### src/rtl/fetch_stage.sv
// Instruction fetch stage: boots from a reset vector, walks the PC, honours branch
// redirects and injects a pseudo-instruction before jumping to the interrupt vector.
module fetch_stage #(
  parameter logic [7:0] RESET_VEC_ADDR = 8'h00,
  parameter logic [7:0] INT_VEC_ADDR   = 8'h01,
  parameter logic [7:0] INT_INSTR      = 8'hB0
) (
  input  logic       clk,
  input  logic       rst,
  input  logic       pc_write_en,
  input  logic       branch_taken,
  input  logic [7:0] branch_target,
  input  logic       int_req,
  input  logic [7:0] imem_data,
  output logic [7:0] imem_addr,
  output logic [7:0] pc_current,
  output logic [7:0] pc_plus1,
  output logic [7:0] instr_out,
  output logic       instr_valid,
  output logic       inject_int,
  output logic [7:0] int_ret_pc,
  output logic       int_ack
);

  typedef enum logic [1:0] {S_RVEC, S_RUN, S_INJ, S_IVEC} state_t;

  state_t     state, state_nxt;
  logic [7:0] pc, pc_nxt;
  logic [7:0] ret_pc, ret_pc_nxt;
  logic       int_req_d;
  logic       int_pending, pending_nxt;
  logic       int_edge;

  assign int_edge   = int_req & ~int_req_d;
  assign pc_current = pc;
  assign pc_plus1   = pc + 8'd1;
  assign int_ret_pc = ret_pc;

  always_ff @(posedge clk or posedge rst) begin
    if (rst) begin
      state       <= S_RVEC;
      pc          <= 8'h00;
      ret_pc      <= 8'h00;
      int_pending <= 1'b0;
      int_req_d   <= 1'b0;
    end else begin
      state       <= state_nxt;
      pc          <= pc_nxt;
      ret_pc      <= ret_pc_nxt;
      int_pending <= pending_nxt;
      int_req_d   <= int_req;
    end
  end

  // instr_valid has no ready partner: downstream consumes instr_out in every cycle
  // it is high, and pc_write_en=0 freezes the offered instruction until taken.
  always_comb begin
    state_nxt   = state;
    pc_nxt      = pc;
    ret_pc_nxt  = ret_pc;
    pending_nxt = int_pending;
    imem_addr   = pc;
    instr_out   = 8'h00;
    instr_valid = 1'b0;
    inject_int  = 1'b0;
    int_ack     = 1'b0;
    case (state)
      S_RVEC: begin
        imem_addr = RESET_VEC_ADDR;
        pc_nxt    = imem_data;
        state_nxt = S_RUN;
      end
      S_RUN: begin
        instr_out   = imem_data;
        instr_valid = 1'b1;
        if (pc_write_en) begin
          // A branch wins over a pending interrupt, so the return PC is the target.
          if (branch_taken) begin
            pc_nxt = branch_target;
          end else if (int_pending) begin
            ret_pc_nxt = pc;
            state_nxt  = S_INJ;
          end else begin
            pc_nxt = pc_plus1;
          end
        end
      end
      S_INJ: begin
        instr_out   = INT_INSTR;
        instr_valid = 1'b1;
        inject_int  = 1'b1;
        if (pc_write_en) state_nxt = S_IVEC;
      end
      S_IVEC: begin
        imem_addr   = INT_VEC_ADDR;
        int_ack     = 1'b1;
        pc_nxt      = imem_data;
        pending_nxt = 1'b0;
        state_nxt   = S_RUN;
      end
      default: state_nxt = S_RVEC;
    endcase
    // Edges arriving while an interrupt is already in flight are dropped, not queued.
    if (int_edge && !int_pending && state != S_INJ && state != S_IVEC)
      pending_nxt = 1'b1;
  end

endmodule

### config.mk
export PLATFORM = sky130hd
export DESIGN_NAME = fetch_stage
export DESIGN_NICKNAME = d
export VERILOG_FILES = /design/src/rtl/fetch_stage.sv
export SDC_FILE = /design/constraint.sdc
export NUM_CORES = 1
export LEC_CHECK = 0
export CAP_MARGIN = 10
export CORE_MARGIN = 2
export CORE_UTILIZATION = 37
export CTS_BUF_LIST = sky130_fd_sc_hd__clkbuf_8
export DETAILED_ROUTE_END_ITERATION = 7
export PLACE_DENSITY = 0.78
export REMOVE_ABC_BUFFERS = 1
export SETUP_SLACK_MARGIN = 0.05
export SKIP_CTS_REPAIR_TIMING = 1
export SLEW_MARGIN = 15
export SYNTH_ARGS = -nofsm -noshare
export SYNTH_HDL_FRONTEND = slang
export SYNTH_SLANG_ARGS = --single-unit
### constraint.sdc
create_clock -name clk -period 1.8 [get_ports clk]
set_input_delay 0.36 -clock clk [delete_from_list [all_inputs] [get_ports clk]]
set_output_delay 0.36 -clock clk [all_outputs]
set_load 0.1 [all_outputs]
### Yosys cells after proc, flatten, opt, wreduce, memory -nomap -nowiden

Cells that the tools add are included.

* add/subtract/negate cells: 1
* equality and inequality tests: 10
* mux-type cells: 16
* bitwise operators: 3
* reduce and logical (&&, ||, !) cells: 12

Operators with widths (count)
* 8-bit case mux with 2 select lines: 3
* 8-bit two-way mux: 3
* 2-bit != test, second input constant: 6
* 8-bit by 1-bit adder with 8-bit output, second input constant: 1
* 2-bit two-way mux: 4
* 4-bit AND reduction: 2
* 2-bit case mux with 3 select lines: 1
* 1-bit two-way mux: 5
* 2-bit == test, second input constant: 2
* 2-bit nonzero test: 2
* 2-bit OR reduction: 2
* 1-bit logical AND: 3
* 3-bit != test, second input constant: 1
* 3-bit AND reduction: 1
* 2-bit by 1-bit == test with 1-bit output, second input constant: 1
* 2-bit zero test: 1
* 1-bit inverter: 2
* 1-bit AND: 1
* 1-bit zero test: 1

* register bits: 20
* input bits: 21
* output and inout port bits: 43

### Depth between registers and ports, before layout

Gate-level depths: netlist of the first run.

* depth in word-level cells: 6
* mapped depth: 9
* gate-level depth less buffers: 6

### Least setup slack after synthesis of the first run

OpenSTA, ideal clock, no wires.

* path type: reg2out
* start: register pc[0] (netlist: pc_current[0])
* end: output port imem_addr[0]
* arrival: 4054 ps
* path slack: -2614 ps
* stages on the path, launching flop included: 3
* path buffers: 0
* cells stage by stage: dfrtp_1 -> inv_1 -> o21ai_0

* cells in the longest elaborated chain, start to end: 1

Ends and longest elaborated chain
* start, declared: RTL line 28 `logic [7:0] pc, pc_nxt;`
* start signal, assigned: RTL line 48 `pc <= pc_nxt;`
* 8-bit case mux with 2 select lines: RTL line 67 `case (state)`
* end, declared: RTL line 15 `output logic [7:0] imem_addr,`

Every way passes these cells.

### Final worst setup path of the first run

* start: register pc[0] (netlist: pc_current[0])
* end: output port pc_plus1[7]

* cells in the longest elaborated chain, start to end: 1

Ends and longest elaborated chain
* 8-bit by 1-bit adder with 8-bit output: RTL line 36 `assign pc_plus1 = pc + 8'd1;`
* end, declared: RTL line 17 `output logic [7:0] pc_plus1,`

Every way passes these cells.

==> flow_summary_export.csv, run 1 <==
group,metric,value,unit
cts,cts-root-buf,"sky130_fd_sc_hd__clkbuf_8",
worst_setup_path,worstReg2RegStart,"state[1]",
logic_synthesis,synth_top_area_frac,0.3976,
logic_synthesis,synth_top_family_by_area,"simple AND/OR/NAND/NOR gates",
floorplan,floorplan_row_count,21,
sta,final_hold_viol_count,0,
sta,maxSlewViolCount,0,
logic_synthesis,ys_types,35,
logic_synthesis,syn-cell-area,0.001259,mm^2
status,violations,"setup timing",
floorplan,i_o_pin_count,64,
floorplan,core_area,0.003311,mm^2
global_route,maximum_number_of_pins_on_one_net_before_global_route_repair,21,
worst_hold_path,min-delay-path-class,"in -> async",
route,detailroute.wirelength.met2,3745,um
route,totalWireLength,7843,um
logic_synthesis,ys_seq_elements,20,
worst_setup_path,worst_setup_path_start_kind,"flop",
placed_design,hpwlAfterDp,3466,um
route,highest-signal-layer,"met4",
final_layout,mostFrequentLayoutCells,"sky130_fd_sc_hd__buf_12 (44), sky130_fd_sc_hd__buf_4 (26), sky130_fd_sc_hd__clkdlybuf4s50_1 (20), sky130_fd_sc_hd__dfrtp_1 (20), sky130_fd_sc_hd__nand2_1 (12)",
route,avgRoutedWirePerCell,27.23,um
sta,finalSetupViolations,28,
worst_setup_path,worst_r2r_endpoint,"pc_current[7]",
floorplan,dieWidth,62.33,um
floorplan,fp.dieArea,0.003884,mm^2
global_route,first_global_vias,1527,
route,routed-via-count,1770,
logic_synthesis,adder_and_majority_cell_fraction_of_the_synthesized_area,0.03976,
route,drt_first_iter_violations,179,
sta,rsz_0062_raised_after_global_routing,"true",
sta,post_route_clock_period_utilization,1.237,
sta,finalCriticalPeriod,2227,ps
final_layout,antenna_diodes,0,
global_route,grt_use_total,0.2326,
global_route,overflow,0,
final_layout,final_cell_area,0.003163,mm^2
worst_setup_path,worst_ep_arrival_time,1870,ps
cts,clk_pin_slew_worst_paths,90,ps
floorplan,initial_utilization,0.3802,
sta,final.setup.worst_slack,-426.7,ps
placed_design,gp_routability_congestion,0.8670,
final_layout,fin_cells,288,
route,routedLengthMet1,2679,um
route,drc,0,
final_layout,design.final.nets,269,
logic_synthesis,synth_compound_gate_area_share,0.1660,
placed_design,dpl_worst_slack,-51.29,ps
cts,tritoncts.num_buffers,3,
sta,max_clock_freq,449.1,MHz
placed_design,dpl_cell_area,0.002491,mm^2
worst_setup_path,reg2regPathDepth,7,
logic_synthesis,synth_sequential_area_ratio,0.3976,
logic_synthesis,yosysTopAreaCell,"sky130_fd_sc_hd__dfrtp_1",
sta,worst_slew_pin_slew,443.4,ps
worst_setup_path,worst-setup-path-type,"reg -> out",
floorplan,die_height,62.33,um
route,detail_route.vias_per_cell,6.146,
sta,worst_slew_margin_rel,0.7003,
logic_synthesis,synth_area_per_cell,8.864,um^2
worst_setup_path,critical_path_peak_fanout,6,
placed_design,placed_cells_incl_taps,261,
sta,fin_worst_skew,7.926,ps
status,outcome,"complete, but fails checks",
route,drt_pre_antenna_iters,6,
cts,cts_tree,"done",
final_layout,layout_commonest_cell,"sky130_fd_sc_hd__buf_12",
worst_setup_path,worst-endpoint-required,1440,ps
placed_design,io_buffer_count,63,
flow_run,maxCapViolCount,0,
cts,number_of_sinks_driven_by_the_clock_tree,20,
final_layout,areaGrowthSynthToFinish,151.3,%
cts,cts.path.max_buffers,2,
logic_synthesis,yosys-top-cells-area,"sky130_fd_sc_hd__dfrtp_1 (40%), sky130_fd_sc_hd__mux2_2 (5.4%), sky130_fd_sc_hd__nand2_1 (5.1%)",
logic_synthesis,xor_xnor_share_of_the_synthesized_area,0.03479,
final_layout,layout_cells_sized_above_1,0.6033,
global_route,antenna_found_initial,0,
cts,htree_num_levels,1,
logic_synthesis,netlist_instances,142,
logic_synthesis,post_synthesis_share_of_cell_area_spent_on_and_or_nand_and_nor_gates,0.2177,
global_route,global_route_wire_length_before_repair,7148,um
logic_synthesis,yosys-mux-area-fraction,0.09344,
route,wl_met3,748,um
logic_synthesis,ys.warnings.count,0,
worst_setup_path,r2r_setup_slack,-90,ps
worst_setup_path,end_kind,"primary output",
route,number_of_nets_still_failing_antenna_checks_after_routing,0,
cts,worst_skew_pair.late_latency,270,ps
==> final cells by class <==
type | instances | area [um^2]
inverters | 8 | 33.78
repair buffers | 105 | 1514
multi-input cells | 106 | 1016
clock buffers | 3 | 41.29
well taps | 46 | 57.56
fillers | 72 | 147.6
flip-flops and latches | 20 | 500.5
==> worst max path at each step <==
stage / cells after the start / end / from
floorplan: 2 / imem_addr[0] / pc_current[0]
global placement: 5 / pc_current[7] / branch_taken
detailed placement: 5 / pc_current[7] / branch_taken
CTS: 5 / imem_addr[2] / state[0]
global route: 5 / pc_plus1[7] / pc_current[0]
finish: 5 / pc_plus1[7] / pc_current[0]
==> registers in the layout (all words and copies together) (netlist names) <==
register,flops
int_ret_pc,8
int_pending,1
int_req_d,1
pc_current,8
state,2
==> cells in the mapped netlist <==
cell and n:
sky130_fd_sc_hd__nand2_1 17, sky130_fd_sc_hd__a32o_1 1, sky130_fd_sc_hd__nand2b_1 1, sky130_fd_sc_hd__a21oi_1 6
sky130_fd_sc_hd__nor2b_1 9, sky130_fd_sc_hd__dfrtp_1 20, sky130_fd_sc_hd__nor2_1 10, sky130_fd_sc_hd__a311o_1 1
sky130_fd_sc_hd__o21a_1 1, sky130_fd_sc_hd__a21o_1 1, sky130_fd_sc_hd__o21ai_0 11, sky130_fd_sc_hd__o221ai_1 2
sky130_fd_sc_hd__inv_1 7, sky130_fd_sc_hd__nor4b_1 2, sky130_fd_sc_hd__o221a_2 1, sky130_fd_sc_hd__nand3_2 1
sky130_fd_sc_hd__nand3_1 5, sky130_fd_sc_hd__or3_1 1, sky130_fd_sc_hd__inv_2 1, sky130_fd_sc_hd__buf_2 3
sky130_fd_sc_hd__xor2_1 3, sky130_fd_sc_hd__a31oi_1 2, sky130_fd_sc_hd__a31o_2 1, sky130_fd_sc_hd__nand3b_1 1
sky130_fd_sc_hd__mux2_2 6, sky130_fd_sc_hd__a311oi_1 1, sky130_fd_sc_hd__xnor2_1 2, sky130_fd_sc_hd__and2_1 6
sky130_fd_sc_hd__clkbuf_1 5, sky130_fd_sc_hd__o211ai_1 2, sky130_fd_sc_hd__mux2i_1 5, sky130_fd_sc_hd__o22a_1 1
sky130_fd_sc_hd__nand4_1 1, sky130_fd_sc_hd__ha_1 4, sky130_fd_sc_hd__o22ai_1 1
==> critical path, cell delays in order (launching register included) <==
cell and delay [ps]:
sky130_fd_sc_hd__dfrtp_1 420, sky130_fd_sc_hd__buf_6 160, sky130_fd_sc_hd__nand4_1 160, sky130_fd_sc_hd__nor2_1 230, sky130_fd_sc_hd__xor2_1 350, sky130_fd_sc_hd__clkbuf_16 280
==> stage by stage <==
step	hold WS, ps	setup TNS, ps	utilization
floorplan	323.8	-33570	-
global placement	491.2	0	0.7525
detailed placement	522.9	-149.1	0.7525
CTS	433.1	-5375	0.7649
global route	493.6	-3896	0.9554
finish	467.2	-3274	0.9554
==> cell families after synthesis <==
logic type | after synthesis
buffers and inverters | 16
XOR/XNOR | 5
adder cells (fa/ha/maj) | 4
multiplexers | 11
AND/OR/NAND/NOR | 54
AO/OA/AOI/OAI | 32
flip-flops | 20
==> routing by layer <==
metal,global-route usage,up-vias
met4,0.1194,0
met2,0.4212,191
met3,0.04529,59
met5,0,-
li1,-,697
met1,0.2581,823
Power of run 1 is left out: the tool's default activity adds up to more than one toggle a clock period on the data nets, which glitch-free logic cannot reach.
==> inputs of run 2 (changes only) <==
--- a/config.mk
+++ b/config.mk
@@ -6,9 +6,9 @@
 export NUM_CORES = 1
 export LEC_CHECK = 0
 export CAP_MARGIN = 10
-export CORE_MARGIN = 2
+export CORE_MARGIN = 1.5
 export CORE_UTILIZATION = 37
-export CTS_BUF_LIST = sky130_fd_sc_hd__clkbuf_8
+export CTS_BUF_LIST = sky130_fd_sc_hd__clkbuf_4 sky130_fd_sc_hd__clkbuf_8
 export DETAILED_ROUTE_END_ITERATION = 7
 export PLACE_DENSITY = 0.78
 export REMOVE_ABC_BUFFERS = 1
==> run 2 against run 1 <==
  * The run now fails in global routing
  * Synthesized cell count unchanged
  * Synthesized area unchanged
==> flow_summary_export.csv, run 2 <==
group,metric,value,unit
logic_synthesis,ys.warnings.count,0,
logic_synthesis,adder_and_majority_cell_fraction_of_the_synthesized_area,0.03976,
logic_synthesis,ys_top_cells_by_count,"sky130_fd_sc_hd__dfrtp_1 (20), sky130_fd_sc_hd__nand2_1 (17), sky130_fd_sc_hd__o21ai_0 (11)",
floorplan,floorplan_row_count,20,
floorplan,die_height,61.33,um
logic_synthesis,synth_area_per_cell,8.864,um^2
logic_synthesis,ys_types,35,
global_route,antenna_found_initial,0,
status,last_step_reached,"global routing",
logic_synthesis,synth_sequential_area_ratio,0.3976,
logic_synthesis,syn-cell-area,0.001259,mm^2
sta,timing.worst_endpoint.kind,"top-level output",
logic_synthesis,yosys-mux-area-fraction,0.09344,
logic_synthesis,synth_compound_gate_area_share,0.1660,
logic_synthesis,dominantRegCellSynth,"sky130_fd_sc_hd__dfrtp_1",
logic_synthesis,netlist_instances,142,
logic_synthesis,synth_top_area_frac,0.3976,
cts,number_of_sinks_driven_by_the_clock_tree,20,
logic_synthesis,number_of_flops_mapped_to_enable_cells_by_yosys,0,
floorplan,initial_utilization,0.3992,
logic_synthesis,synth_top_family_by_area,"simple AND/OR/NAND/NOR gates",
status,stop_error,"[ERROR DPL-0033] detailed placement checks failed during check placement.",
logic_synthesis,xor_xnor_share_of_the_synthesized_area,0.03479,
placed_design,gp_routability_congestion,0.9377,
logic_synthesis,ys_seq_elements,20,
placed_design,io_buffer_count,63,
logic_synthesis,post_synthesis_share_of_cell_area_spent_on_and_or_nand_and_nor_gates,0.2177,
placed_design,hpwlAfterDp,3429,um
logic_synthesis,synthMostInstantiatedCell,"sky130_fd_sc_hd__dfrtp_1",
status,outcome,"aborted with a tool error",
cts,cts.path.max_buffers,2,
logic_synthesis,yosys-top-cells-area,"sky130_fd_sc_hd__dfrtp_1 (40%), sky130_fd_sc_hd__mux2_2 (5.4%), sky130_fd_sc_hd__nand2_1 (5.1%)",
cts,cts-root-buf,"sky130_fd_sc_hd__clkbuf_4",
logic_synthesis,yosysTopAreaCell,"sky130_fd_sc_hd__dfrtp_1",
logic_synthesis,async_flop_share,1.000,
cts,tritoncts.num_buffers,3,
cts,htree_num_levels,1,
floorplan,i_o_pin_count,64,
sta,crit_endpoint,"pc_plus1[6]",
global_route,maximum_number_of_pins_on_one_net_before_global_route_repair,22,
floorplan,dieWidth,61.33,um
run 2: cell counts after synthesis:
No cell type changed its count.
run 2: cell families after synthesis:
family | count (synthesis)
AND/OR/NAND/NOR | 54
AO/OA/AOI/OAI | 32
flip-flops | 20
buffers and inverters | 16
multiplexers | 11
XOR/XNOR | 5
adder cells (fa/ha/maj) | 4
run 2: through the flow:
step | TNS [ps] | cell area [um^2] | utilization | std cells | setup WS, ps
after floorplan | -33570 | 1225 | - | 134 | -2614
after global placement | 0 | 2499 | 0.7925 | 262 | 8.912
after detailed placement | -319.1 | 2499 | 0.7925 | 262 | -86.52
after CTS | -6469 | 2521 | 0.7996 | 265 | -358.6
==> inputs of run 3 (changes only) <==
--- a/config.mk
+++ b/config.mk
@@ -6,13 +6,11 @@
 export NUM_CORES = 1
 export LEC_CHECK = 0
 export CAP_MARGIN = 10
-export CORE_MARGIN = 1.5
-export CORE_UTILIZATION = 37
-export CTS_BUF_LIST = sky130_fd_sc_hd__clkbuf_4 sky130_fd_sc_hd__clkbuf_8
+export CORE_AREA = 2 2 63 65
 export DETAILED_ROUTE_END_ITERATION = 7
-export PLACE_DENSITY = 0.78
+export DIE_AREA = 0 0 65 67
+export PLACE_DENSITY_LB_ADDON = 0.15
 export REMOVE_ABC_BUFFERS = 1
-export SETUP_SLACK_MARGIN = 0.05
 export SKIP_CTS_REPAIR_TIMING = 1
 export SLEW_MARGIN = 15
 export SYNTH_ARGS = -nofsm -noshare
==> constraint.sdc (replaced) <==
create_clock -name clk -period 2.3 [get_ports clk]
set_input_delay 0.46 -clock clk [delete_from_list [all_inputs] [get_ports clk]]
set_output_delay 0.46 -clock clk [all_outputs]
set_load 0.1 [all_outputs]
==> run 3 against run 2 <==
  * The flow now finishes without violations
==> flow_summary_export.csv, run 3 (synthesis results as in run 1) <==
group,metric,value,unit
global_route,overflow,0,
sta,finalCriticalPeriod,2185,ps
floorplan,initial_utilization,0.3491,
route,totalWireLength,3945,um
placed_design,dpl_worst_slack,136.5,ps
final_layout,layout_cells_sized_above_1,0.3365,
worst_setup_path,end_kind,"primary output",
worst_setup_path,worst-endpoint-required,1840,ps
worst_hold_path,min-delay-path-class,"reg -> reg",
cts,clk_pin_slew_worst_paths,80,ps
floorplan,core_area,0.003606,mm^2
route,drt_first_iter_violations,55,
cts,cts-root-buf,"sky130_fd_sc_hd__clkbuf_8",
sta,setup-tns-final,0,ps
placed_design,gp_routability_congestion,0.7972,
worst_setup_path,critPathTopFamily,"simple AND/OR/NAND/NOR gates",
sta,worst_slew_margin_rel,0.7075,
route,number_of_nets_still_failing_antenna_checks_after_routing,0,
final_layout,design.final.nets,234,
worst_setup_path,worst_ep_arrival_time,1730,ps
worst_setup_path,worst_setup_path_start_kind,"flop",
sta,post_route_clock_period_utilization,0.9501,
worst_setup_path,critical-path-max-stage-delay,460,ps
floorplan,fp.dieArea,0.004355,mm^2
status,outcome,"complete, no violations",
cts,number_of_sinks_driven_by_the_clock_tree,20,
sta,fin_worst_skew,2.734,ps
worst_setup_path,path_cells,"ha_1 -> nand2_1 -> or3_1 -> nand2_1 -> buf_12",
route,routed-via-count,1306,
global_route,grt_use_total,0.1923,
final_layout,fin_cells,256,
route,detail_route.vias_per_cell,5.102,
placed_design,placed_cells_incl_taps,250,
flow_run,maxCapViolCount,0,
route,drc,0,
cts,worst_skew_pair.late_latency,260,ps
cts,cts.path.max_buffers,2,
floorplan,floorplan_row_count,22,
sta,final.setup.worst_slack,114.7,ps
worst_setup_path,worst-setup-path-type,"reg -> out",
sta,finalSetupViolations,0,
floorplan,i_o_pin_count,64,
placed_design,hpwlAfterDp,3098,um
cts,tritoncts.num_buffers,3,
route,avgRoutedWirePerCell,15.41,um
worst_setup_path,critical_path_peak_fanout,8,
cts,cts_tree,"done",
global_route,first_global_vias,1274,
final_layout,antenna_diodes,0,
final_layout,fill_cells,308,
floorplan,die_height,67,um
final_layout,areaGrowthSynthToFinish,80.72,%
sta,worst_slew_pin_slew,437.5,ps
sta,maxSlewViolCount,0,
final_layout,mostFrequentLayoutCells,"sky130_fd_sc_hd__buf_4 (24), sky130_fd_sc_hd__buf_12 (24), sky130_fd_sc_hd__clkdlybuf4s50_1 (20)",
cts,htree_num_levels,1,
final_layout,final_util,0.6308,
global_route,maximum_number_of_pins_on_one_net_before_global_route_repair,21,
worst_setup_path,crit_buf_inv,1,
worst_setup_path,critical-path-top-cell-by-count,"sky130_fd_sc_hd__nand2_1",
placed_design,io_buffer_count,63,
sta,max_clock_freq,457.6,MHz
route,drt_pre_antenna_iters,4,
global_route,global_route_wire_length_before_repair,6334,um
worst_setup_path,slowest_stage,"sky130_fd_sc_hd__dfrtp_2",
sta,final_hold_viol_count,0,
floorplan,dieWidth,65,um
global_route,antenna_found_initial,0,
## run 3: cell type report
type / instances / area, um^2 / area share
flip-flops and latches: 20 / 504.2 / 0.2217
well taps: 48 / 60.06 / 0.02640
multi-input cells: 106 / 716.9 / 0.3152
inverters: 8 / 30.03 / 0.01320
clock buffers: 4 / 55.05 / 0.02420
repair buffers: 70 / 908.4 / 0.3993
## run 3: per-layer routing
metal,GRT usage,part of all wire,vias to the layer above,wire [um]
met1,0.2251,0.39,618,1528
li1,-,-,626,-
met2,0.3531,0.53,55,2084
met3,0.02872,0.066,7,262
met4,0.07181,0.018,0,70
met5,0,0,-,0
## run 3: path summary, 6_finish.rpt
kind	depth (start not counted)	end	slack, ps	startpoint
min in group asynchronous	3	pc_current[7]	520	rst
hold / removal	2	int_ret_pc[3]	500	int_ret_pc[3]
max in group asynchronous	3	pc_current[1]	1550	rst
hold reg to reg	2	int_ret_pc[3]	500	int_ret_pc[3]
setup / recovery	5	pc_plus1[6]	110	pc_current[0]
setup reg to reg	7	pc_current[0]	350	state[0]
## run 3: tightest hold or removal path, delay by kind of cell (launching register included)
kind | cells | cell delay, ps
AOI/OAI and AO/OA | 1 | 60
DFF | 1 | 360
and+or+nand+nor | 1 | 50
## run 3: metrics by stage
stage	cell area, um^2	hold slack (ps)
after floorplan	1225	423.8
after global placement	2158	484.4
after detailed placement	2158	487.2
after CTS	2213	505.3
after global routing	2275	541.0
final	2275	503.5
Power of run 3 is left out for the same reason.
